===== config.mk =====
export PLATFORM = sky130hd
export DESIGN_NAME = data_rd_sched_flat
export DESIGN_NICKNAME = d
export VERILOG_FILES = /design/src/rtl/data_mem_pkg.sv /design/src/rtl/data_rd_sched_if.sv /design/src/rtl/data_rd_bounds_chk.sv /design/src/rtl/data_rd_sched.sv /design/src/flat_wrapper.sv
export SDC_FILE = /design/constraint.sdc
export NUM_CORES = 1
export LEC_CHECK = 0
export CORE_MARGIN = 3
export CORE_UTILIZATION = 32
export DETAILED_ROUTE_END_ITERATION = 16
export PLACE_DENSITY = 0.62
export SLEW_MARGIN = 5
export SYNTH_ARGS = -nofsm -noshare
export SYNTH_HDL_FRONTEND = slang
export SYNTH_SLANG_ARGS = --single-unit

===== constraint.sdc =====
create_clock -name clk -period 5 [get_ports clk]
set_input_delay 0.75 -clock clk [delete_from_list [all_inputs] [get_ports clk]]
set_output_delay 0.75 -clock clk [all_outputs]
set_load 0.01 [all_outputs]

===== src/rtl/data_mem_pkg.sv =====
// data_mem_pkg: shared types and constants for the data-memory read path
package data_mem_pkg;
  typedef enum logic [1:0] {IDLE, ISSUE_LO, ISSUE_HI, DRAIN} rd_state_t;
  localparam int ROWS_PER_TILE = 4;
  localparam int ROWS_PER_ISSUE = 2;
  localparam int DEF_ADDR_W = 8;
  localparam int DEF_MEM_DEPTH = 128;
endpackage


===== src/rtl/data_rd_sched_if.sv =====
// data_rd_sched_if: dual-port read request bus from the scheduler to the memory wrapper
interface data_rd_sched_if import data_mem_pkg::*; #(
  parameter int ADDR_W = DEF_ADDR_W,
  parameter int CNT_W = 8
);
  logic [ADDR_W-1:0] addr_1_out;
  logic [ADDR_W-1:0] addr_2_out;
  logic valid_1_out;
  logic valid_2_out;
  logic phase_out;
  logic [CNT_W-1:0] tile_idx_out;
  modport master(output addr_1_out, addr_2_out, valid_1_out, valid_2_out, phase_out, tile_idx_out);
  modport slave(input addr_1_out, addr_2_out, valid_1_out, valid_2_out, phase_out, tile_idx_out);
endinterface


===== src/rtl/data_rd_bounds_chk.sv =====
// data_rd_bounds_chk: flags a command whose last row would fall outside the SRAM
module data_rd_bounds_chk import data_mem_pkg::*; #(
  parameter int ADDR_W = DEF_ADDR_W,
  parameter int CNT_W = 8,
  parameter int MEM_DEPTH = DEF_MEM_DEPTH,
  parameter int TILE_STRIDE = 2
)(
  input  logic [ADDR_W-1:0] base_addr,
  input  logic [CNT_W-1:0]  num_tiles,
  output logic              over
);
  localparam int W = ADDR_W + CNT_W + 1;
  logic [W-1:0] last;
  assign last = W'(base_addr) + W'(num_tiles - CNT_W'(1)) * W'(TILE_STRIDE) + W'(ROWS_PER_TILE - 1);
  assign over = last >= W'(MEM_DEPTH);
endmodule


===== src/rtl/data_rd_sched.sv =====
// data_rd_sched: issues the four rows of each overlapping Winograd tile, two per cycle
module data_rd_sched import data_mem_pkg::*; #(
  parameter int ADDR_W = DEF_ADDR_W,
  parameter int MEM_DEPTH = DEF_MEM_DEPTH,
  parameter int TILE_STRIDE = 2,
  parameter int CNT_W = 8,
  parameter int MEM_LAT = 1
)(
  input  logic              clk,
  input  logic              reset,
  input  logic              start,
  input  logic [ADDR_W-1:0] base_addr,
  input  logic [CNT_W-1:0]  num_tiles,
  input  logic              hold,
  input  logic              scan_mode,
  data_rd_sched_if.master   rd,
  output logic              busy,
  output logic              done,
  output logic              err,
  output logic              aborted
);
  rd_state_t state;
  logic [ADDR_W-1:0] b;
  logic [ADDR_W-1:0] nb;
  logic [CNT_W-1:0] last_idx;
  logic [7:0] dcnt;
  logic over;
  assign nb = b + ADDR_W'(TILE_STRIDE);
  data_rd_bounds_chk #(
    .ADDR_W(ADDR_W), .CNT_W(CNT_W), .MEM_DEPTH(MEM_DEPTH), .TILE_STRIDE(TILE_STRIDE)
  ) u_chk (
    .base_addr(base_addr), .num_tiles(num_tiles), .over(over)
  );
  // outputs show the state's request; scan_mode abort beats hold and drain
  always_ff @(posedge clk) begin
    if (reset) begin
      state <= IDLE;
      b <= '0;
      last_idx <= '0;
      dcnt <= '0;
      rd.addr_1_out <= '0;
      rd.addr_2_out <= '0;
      rd.valid_1_out <= 1'b0;
      rd.valid_2_out <= 1'b0;
      rd.phase_out <= 1'b0;
      rd.tile_idx_out <= '0;
      busy <= 1'b0;
      done <= 1'b0;
      err <= 1'b0;
      aborted <= 1'b0;
    end else begin
      done <= 1'b0;
      err <= 1'b0;
      aborted <= 1'b0;
      if (state != IDLE && scan_mode) begin
        state <= IDLE;
        rd.valid_1_out <= 1'b0;
        rd.valid_2_out <= 1'b0;
        busy <= 1'b0;
        aborted <= 1'b1;
      end else begin
        case (state)
          IDLE: if (start && !scan_mode) begin
            if (num_tiles == '0) done <= 1'b1;
            else if (over) err <= 1'b1;
            else begin
              state <= ISSUE_LO;
              busy <= 1'b1;
              b <= base_addr;
              last_idx <= num_tiles - CNT_W'(1);
              rd.tile_idx_out <= '0;
              rd.addr_1_out <= base_addr;
              rd.addr_2_out <= base_addr + ADDR_W'(1);
              rd.valid_1_out <= 1'b1;
              rd.valid_2_out <= 1'b1;
              rd.phase_out <= 1'b0;
            end
          end
          ISSUE_LO, ISSUE_HI: if (hold) begin
            rd.valid_1_out <= 1'b0;
            rd.valid_2_out <= 1'b0;
          end else if (state == ISSUE_LO) begin
            state <= ISSUE_HI;
            rd.addr_1_out <= b + ADDR_W'(ROWS_PER_ISSUE);
            rd.addr_2_out <= b + ADDR_W'(ROWS_PER_ISSUE + 1);
            rd.valid_1_out <= 1'b1;
            rd.valid_2_out <= 1'b1;
            rd.phase_out <= 1'b1;
          end else if (rd.tile_idx_out == last_idx) begin
            rd.valid_1_out <= 1'b0;
            rd.valid_2_out <= 1'b0;
            if (MEM_LAT <= 1) begin
              state <= IDLE;
              busy <= 1'b0;
              done <= 1'b1;
            end else begin
              state <= DRAIN;
              dcnt <= 8'd1;
            end
          end else begin
            state <= ISSUE_LO;
            b <= nb;
            rd.tile_idx_out <= rd.tile_idx_out + CNT_W'(1);
            rd.addr_1_out <= nb;
            rd.addr_2_out <= nb + ADDR_W'(1);
            rd.valid_1_out <= 1'b1;
            rd.valid_2_out <= 1'b1;
            rd.phase_out <= 1'b0;
          end
          default: if (dcnt >= 8'(MEM_LAT - 1)) begin
            state <= IDLE;
            busy <= 1'b0;
            done <= 1'b1;
          end else dcnt <= dcnt + 8'd1;
        endcase
      end
    end
  end
endmodule


===== src/flat_wrapper.sv =====
// flat-port wrapper written by rule: the top's interface ports become plain ports
module data_rd_sched_flat import data_mem_pkg::*;
#(
  parameter int ADDR_W = DEF_ADDR_W,
  parameter int MEM_DEPTH = DEF_MEM_DEPTH,
  parameter int TILE_STRIDE = 2,
  parameter int CNT_W = 8,
  parameter int MEM_LAT = 1
)
  (clk, reset, start, base_addr, num_tiles, hold, scan_mode, busy, done, err, aborted, rd_addr_1_out, rd_addr_2_out, rd_valid_1_out, rd_valid_2_out, rd_phase_out, rd_tile_idx_out);
  data_rd_sched_if #(.ADDR_W(ADDR_W), .CNT_W(CNT_W)) rd_i ();
  input  logic clk;
  input  logic reset;
  input  logic start;
  input  logic [ADDR_W-1:0] base_addr;
  input  logic [CNT_W-1:0] num_tiles;
  input  logic hold;
  input  logic scan_mode;
  output logic busy;
  output logic done;
  output logic err;
  output logic aborted;
  output wire logic [$bits(rd_i.addr_1_out)-1:0] rd_addr_1_out;
  output wire logic [$bits(rd_i.addr_2_out)-1:0] rd_addr_2_out;
  output wire logic [$bits(rd_i.valid_1_out)-1:0] rd_valid_1_out;
  output wire logic [$bits(rd_i.valid_2_out)-1:0] rd_valid_2_out;
  output wire logic [$bits(rd_i.phase_out)-1:0] rd_phase_out;
  output wire logic [$bits(rd_i.tile_idx_out)-1:0] rd_tile_idx_out;
  assign rd_addr_1_out = rd_i.addr_1_out;
  assign rd_addr_2_out = rd_i.addr_2_out;
  assign rd_valid_1_out = rd_i.valid_1_out;
  assign rd_valid_2_out = rd_i.valid_2_out;
  assign rd_phase_out = rd_i.phase_out;
  assign rd_tile_idx_out = rd_i.tile_idx_out;
  data_rd_sched #(.ADDR_W(ADDR_W), .MEM_DEPTH(MEM_DEPTH), .TILE_STRIDE(TILE_STRIDE), .CNT_W(CNT_W), .MEM_LAT(MEM_LAT)) u_core (.clk(clk), .reset(reset), .start(start), .base_addr(base_addr), .num_tiles(num_tiles), .hold(hold), .scan_mode(scan_mode), .rd(rd_i), .busy(busy), .done(done), .err(err), .aborted(aborted));
endmodule

Word level (Yosys, flattened, before mapping)

Index checks and enable logic that the tools add are counted.

Muxes and demuxes: 60
Bitwise gates (word level): 7
Order comparisons: 2
Multiply operators: 0
Add/sub/neg operators: 10
Eq/ne operators: 11
Shift-type cells: 0
Reductions and logical operators: 19
Div/mod/pow operators: 0

Operators by type and width:

| operator                                                                             | count |
|---|---|
| 8-bit two-way mux                                                                    | 20 |
| 8-bit case mux with 2 select lines                                                   | 4 |
| 8-bit by 1-bit adder with 8-bit output, second input constant                        | 4 |
| 1-bit two-way mux                                                                    | 25 |
| 17-bit by 2-bit adder with 17-bit output, second input constant                      | 1 |
| 8-bit by 17-bit adder with 17-bit output                                             | 1 |
| 17-bit by 8-bit greater-or-equal comparator with 1-bit output, second input constant | 1 |
| 8-bit by 2-bit adder with 8-bit output, second input constant                        | 2 |
| 7-bit AND reduction                                                                  | 2 |
| 2-bit two-way mux                                                                    | 6 |
| 2-bit != test, second input constant                                                 | 5 |
| 5-bit AND reduction                                                                  | 2 |
| 8-bit by 1-bit subtractor with 9-bit output, second input constant                   | 1 |
| 8-bit == test                                                                        | 1 |
| 8-bit by 1-bit greater-or-equal comparator with 1-bit output, second input constant  | 1 |
| 8-bit logical NOT                                                                    | 1 |
| 1-bit case mux with 2 select lines                                                   | 4 |
| 8-bit AND reduction                                                                  | 1 |
| 8-bit by 1-bit subtractor with 8-bit output, second input constant                   | 1 |
| 1-bit inverter                                                                       | 7 |
| 5-bit OR reduction                                                                   | 1 |
| 2-bit by 1-bit != test with 1-bit output, second input constant                      | 2 |
| 2-bit case mux with 2 select lines                                                   | 1 |
| 4-bit AND reduction                                                                  | 1 |
| 11 further kinds                                                                     | 14 |

Bits in writable memories: 0
Memory bits (read-only): 0
Bits in latches: 0
Memories: 0
Flip-flop bits (word level): 56
Logic and storage cells: 122
Output and inout bits: 31
Input bits: 21

Depth between registers and ports, before layout

Gate-level depths: netlist of the first run.

Word-level depth: 8
Mapped depth: 15
Mapped depth without buffers: 14

By module

A second synthesis of the first run with hierarchy kept.

Cell total of the unflattened synthesis: 458
Area, all modules: 3,672.3 µm²

By module, submodules not included:

| module             | seq. area each (µm²) | area each (µm²) | cells each | instances |
|---|---|---|---|---|
| data_rd_sched      | 960.9                | 3,139.3         | 391        | 1 |
| data_rd_bounds_chk | 0.0                  | 533.0           | 67         | 1 |

Worst setup path after synthesis of the first run

No wires, ideal clock.

Path kind: input -> register
Start point: input port num_tiles[0]
End point: register u_core.rd.addr_1_out[2]
Setup slack: 0.534 ns
Stages on the path: 15
Library setup time: 0.116 ns
Data required time: 4.884 ns
Arrival time: 4.350 ns
Path buffers: 1
Cell sequence: inv_1 -> ha_1 -> or3b_2 -> nor3_1 -> xor2_1 -> ha_1 -> ha_1 -> a21o_1 -> a31o_1 -> or3_1 -> a211oi_4 -> o2111a_1 -> nor2_2 -> buf_4 -> a31o_2

Longest elaborated chain between the ends: 6
Elaborated cells between the ends (all ways): 8
Those cells by class: add/sub: 3; order compare: 1; eq/ne: 2; reduce/logical: 2

RTL lines:

| item                                                          | line                     | source |
|---|---|---|
| from (decl)                                                   | flat_wrapper.sv:16       | `input logic [CNT_W-1:0] num_tiles;` |
| 8-bit by 1-bit subtractor with 9-bit output                   | data_rd_bounds_chk.sv:14 | `assign last = W'(base_addr) + W'(num_tiles - CNT_W'(1)) * W'(TILE_STRIDE) + W'(ROWS_PER_TILE - 1);` |
| 8-bit by 17-bit adder with 17-bit output                      | data_rd_bounds_chk.sv:14 |  |
| 17-bit by 2-bit adder with 17-bit output                      | data_rd_bounds_chk.sv:14 |  |
| 17-bit by 8-bit greater-or-equal comparator with 1-bit output | data_rd_bounds_chk.sv:15 | `assign over = last >= W'(MEM_DEPTH);` |
| 2-bit != test (no source line)                                | n/a                      |  |
| 7-bit AND reduction (no source line) *                        | n/a                      |  |
| to (signal assigned)                                          | data_rd_sched.sv:72      | `rd.addr_1_out <= base_addr;` |
| to (signal assigned)                                          | data_rd_sched.sv:84      | `rd.addr_1_out <= b + ADDR_W'(ROWS_PER_ISSUE);` |
| to (signal assigned)                                          | data_rd_sched.sv:104     | `rd.addr_1_out <= nb;` |
| to (decl)                                                     | data_rd_sched_if.sv:12   | `modport master(output addr_1_out, addr_2_out, valid_1_out, valid_2_out, phase_out, tile_idx_out);` |

Mark *: on every way between the ends. The rest lies on a longest branch, timed or not.
A chain may end at the register's enable or synchronous reset.

Final worst setup path of the first run

Start point: input port num_tiles[1]
End point: register u_core.b[5]

Longest elaborated chain between the ends: 6
Elaborated cells between the ends (all ways): 8
Those cells by class: add/sub: 3; order compare: 1; eq/ne: 2; reduce/logical: 2

RTL lines:

| item                                                          | line                     | source |
|---|---|---|
| 8-bit by 1-bit subtractor with 9-bit output                   | data_rd_bounds_chk.sv:14 |  |
| 8-bit by 17-bit adder with 17-bit output                      | data_rd_bounds_chk.sv:14 |  |
| 17-bit by 2-bit adder with 17-bit output                      | data_rd_bounds_chk.sv:14 |  |
| 17-bit by 8-bit greater-or-equal comparator with 1-bit output | data_rd_bounds_chk.sv:15 |  |
| 2-bit != test (no source line)                                | n/a                      |  |
| 8-bit AND reduction (no source line) *                        | n/a                      |  |
| to (signal assigned)                                          | data_rd_sched.sv:69      | `b <= base_addr;` |
| to (signal assigned)                                          | data_rd_sched.sv:102     | `b <= nb;` |
| to (decl)                                                     | data_rd_sched.sv:23      | `logic [ADDR_W-1:0] b;` |

Marked as above.

==> results.sh, run 1 <==
export IMPL_drive_above_1_share_pct=12.3
export IMPL_clockBufferDepth=2
export IMPL_path_cells="clkdlybuf4s50_1 -> inv_1 -> ha_1 -> or3b_2 -> buf_4 -> xnor2_1 -> ha_1 -> ha_1 -> a21o_1 -> a31o_1 -> or3_1 -> a211oi_4 -> buf_4 -> o21a_4 -> o21ai_4 -> buf_4 -> mux2i_1"
export IMPL_dp_hpwl_mm=7.60
export IMPL_fp_dieArea_um2=12400
export IMPL_grtUsageTotal_pct=15.6
export IMPL_status="finished, final reports clean"
export IMPL_die_w_um=111
export IMPL_rsz0062_at_grt="false"
export IMPL_numCtsBuffers=5
export IMPL_place_congestion=0.849
export IMPL_synth_fp_nets=464
export IMPL_fin_area_um2=4320
export IMPL_die_height_um=111
export IMPL_setup_tns_final_ps=0
export IMPL_worstPathRequired_ps=5180
export IMPL_powerDensity_nw_per_um2=294
export IMPL_crit_type="input pin to flip-flop"
export IMPL_vdd_drop_max_v=0.000151
export IMPL_async_reset_ff_share_pct=0
export IMPL_ant_nets=0
export IMPL_fin_worst_skew_ps=6.64
export IMPL_rows=37
export IMPL_postLayoutCoreUtil_pct=40.9
export IMPL_vias_per_cell=5.68
export IMPL_grt_pass1_vias=3149
export IMPL_antenna_diode_count=0
export IMPL_finalHoldViolCount=0
export IMPL_period_needed_ps=4660
export IMPL_use_met3_pct=2.45
export IMPL_arrival_ps=4840
export IMPL_drv_slew=0
export IMPL_synthCells=416
export IMPL_wl_per_cell_um=16.7
export IMPL_antenna_found_initial=0
export IMPL_drcViolationCount=0
export IMPL_post_cts_resize_count=0
export IMPL_ys_warn_count=0
export IMPL_initial_core_util_pct=33.7
export IMPL_grt_max_degree=36
export IMPL_fin_crit_sh_pct=93.3
export IMPL_start_kind="input pin"
export IMPL_critical_path_top_delay_family="buffers and inverters"
export IMPL_setup_viol=0
export IMPL_worst_path_max_fanout=12
export IMPL_synthDistinctLibCells=75
export IMPL_power_leakage_nw=1.64
export IMPL_overflow=0
export IMPL_clock_root_buffer="clkbuf_8"
export IMPL_timing_fmax_ghz=0.214
export IMPL_tightest_slew_ps=862
export IMPL_gr_usage_met1_pct=22.7
export IMPL_netlist_area_um2=3560
export IMPL_portBuffers=51
export IMPL_drv_cap=0
export IMPL_min_path_type="flip-flop to flip-flop"
export IMPL_grtUsageMet2_pct=24.0
export IMPL_crit_path_end_kind="flip-flop"
export IMPL_reg2reg_depth=7
export IMPL_num_vias=3400
export IMPL_core_area_um2=10600
export IMPL_cts_max_level=2
export IMPL_synth_ff_latch_count=48
export IMPL_relSlewSlack_pct=42.5
export IMPL_cts_tree="done"
export IMPL_ios=52
export IMPL_dp_worst_setup_slack_ps=51.3
export IMPL_synth_edff_count=0
export IMPL_clk_pin_slew_ps=90
export IMPL_layout_commonest_cell="clkdlybuf4s50_1"
export IMPL_ys_seq_area_share_pct=27.0
export IMPL_dpl_cell_area_um2=4220
export IMPL_drtIter0Drc=278
export IMPL_fin_ws_ps=337
export IMPL_routed_wl_mm=9.98
export IMPL_crit_buf_inv=5
export IMPL_avgSynthCellArea_um2=8.56
export IMPL_synthToLayoutAreaGrowth_pct=21.3
export IMPL_drtPass1Iterations=5
export IMPL_nets=511
export IMPL_critical_path_slowest_cell="or3b_2"
export IMPL_ys_flop_type="dfxtp_1"
export IMPL_mostFrequentLayoutCells="clkdlybuf4s50_1 (51), dfxtp_1 (48), nand2_1 (30), a21oi_1 (29), ha_1 (26)"
export IMPL_ctsHoldBuffers=0
export IMPL_clk_latency_ps=300
export IMPL_critPathMaxStageDelay_ps=460
export IMPL_nFillCells=1096
export IMPL_gr_max_usage_layer="met2"
export IMPL_cp_num_cells=17
export IMPL_clock_sinks=48
export IMPL_grt_pass1_wl_mm=16.2
export IMPL_hold_depth=2
export IMPL_cts_setup_buffers=0
## kinds of logic (layout without fill, tap and decap cells)
family,Yosys count,count (layout),share of synthesized area (%)
flip-flops,48,48,27.0
AO/OA/AOI/OAI,124,124,26.1
buffers and inverters,44,91,5.45
XOR/XNOR,32,32,7.87
multiplexers,15,15,4.39
AND/OR/NAND/NOR,126,126,19.5
adder cells (fa/ha/maj),27,27,9.70
## routing by layer
| layer | share of wire, % | vias up |
|---|---|---|
| met1 | 48 | 1622 |
| met4 | 1.6 | 0 |
| met3 | 5.7 | 12 |
| li1 | - | 1650 |
| met5 | 0 | - |
| met2 | 45 | 116 |
## state kept, by name, indices dropped and copies added (netlist names), 2 cells and up
signal / count
u_core.last_idx: 8
u_core.rd.addr_1_out: 8
u_core.rd.addr_2_out: 8
u_core.b: 8
u_core.rd.tile_idx_out: 8
u_core.state: 2
## report_power, final
part	total (mW)	internal, mW	switching [mW]
Sequential	0.469	0.417	0.0521
Clock	0.255	0.124	0.132
Combinational	0.546	0.224	0.322
## area by class of cell
class | count | area, um2 | area share, %
flip-flops and latches | 48 | 961 | 22.2
repair buffers | 65 | 616 | 14.3
inverters | 19 | 71.3 | 1.65
clock buffers | 7 | 96.3 | 2.23
well taps | 136 | 170 | 3.94
multi-input cells | 324 | 2400 | 55.7
## stage by stage
stage	power [mW]	hold WS (ps)	std cells
2_1_floorplan	0.845	450	416
3_3_place_gp	1.01	462	592
3_5_place_dp	1.01	464	592
4_1_cts	1.27	477	599
5_1_grt	1.34	496	599
6_report	1.27	473	599
## worst reg2reg max path: cells and delay by family (launching register included)
family          cells  cell delay (ps)
compound gates      3             1260
fa+ha+maj           1              570
buf+inv             1              100
flops               1              340
simple gates        2              640
## cell usage after synthesis, drive strengths merged, types with 3 or more instances
master	number	area, um2
dfxtp	48	961
a21oi	30	154
nand2	30	113
ha	26	325
nor2	20	77.6
o21ai	19	106
xnor2	19	166
inv	18	67.6
nand3	17	90.1
clkbuf	16	61.3
mux2i	13	130
o211ai	13	103
xor2	13	114
a31o	12	105
nand4	11	68.8
buf	9	61.3
o31ai	9	67.6
and3	8	51.3
a211oi	7	75.1
nor2b	6	37.5
nor3	6	30.0
nand3b	4	30.0
nor4	4	31.3
o221ai	4	35.0
or3	4	25.0
or4	4	33.8
a21o	3	22.5
o2111a	3	33.8
o41ai	3	26.3
or2	3	18.8
## worst paths after layout
| kind | from | endpoint | slack (ps) |
|---|---|---|---|
| max | num_tiles[1] | u_core.b[5]$_SDFFE_PP0P_ | 340 |
| max reg2reg | u_core.state[1]$_SDFFE_PP0P_ | u_core.rd.tile_idx_out[5]$_SDFFE_PP0P_ | 1990 |
| min | u_core.rd.phase_out$_SDFFE_PP0P_ | u_core.rd.phase_out$_SDFFE_PP0P_ | 470 |
| min reg2reg | u_core.rd.phase_out$_SDFFE_PP0P_ | u_core.rd.phase_out$_SDFFE_PP0P_ | 470 |
No activity file was read; power rests on OpenSTA's default activity.
==> run 2, diff against run 1 <==
- TNS_END_PERCENT: unset -> 10
==> results of run 2 <==
Final layout, timing and power as in run 1 (identical DEF).
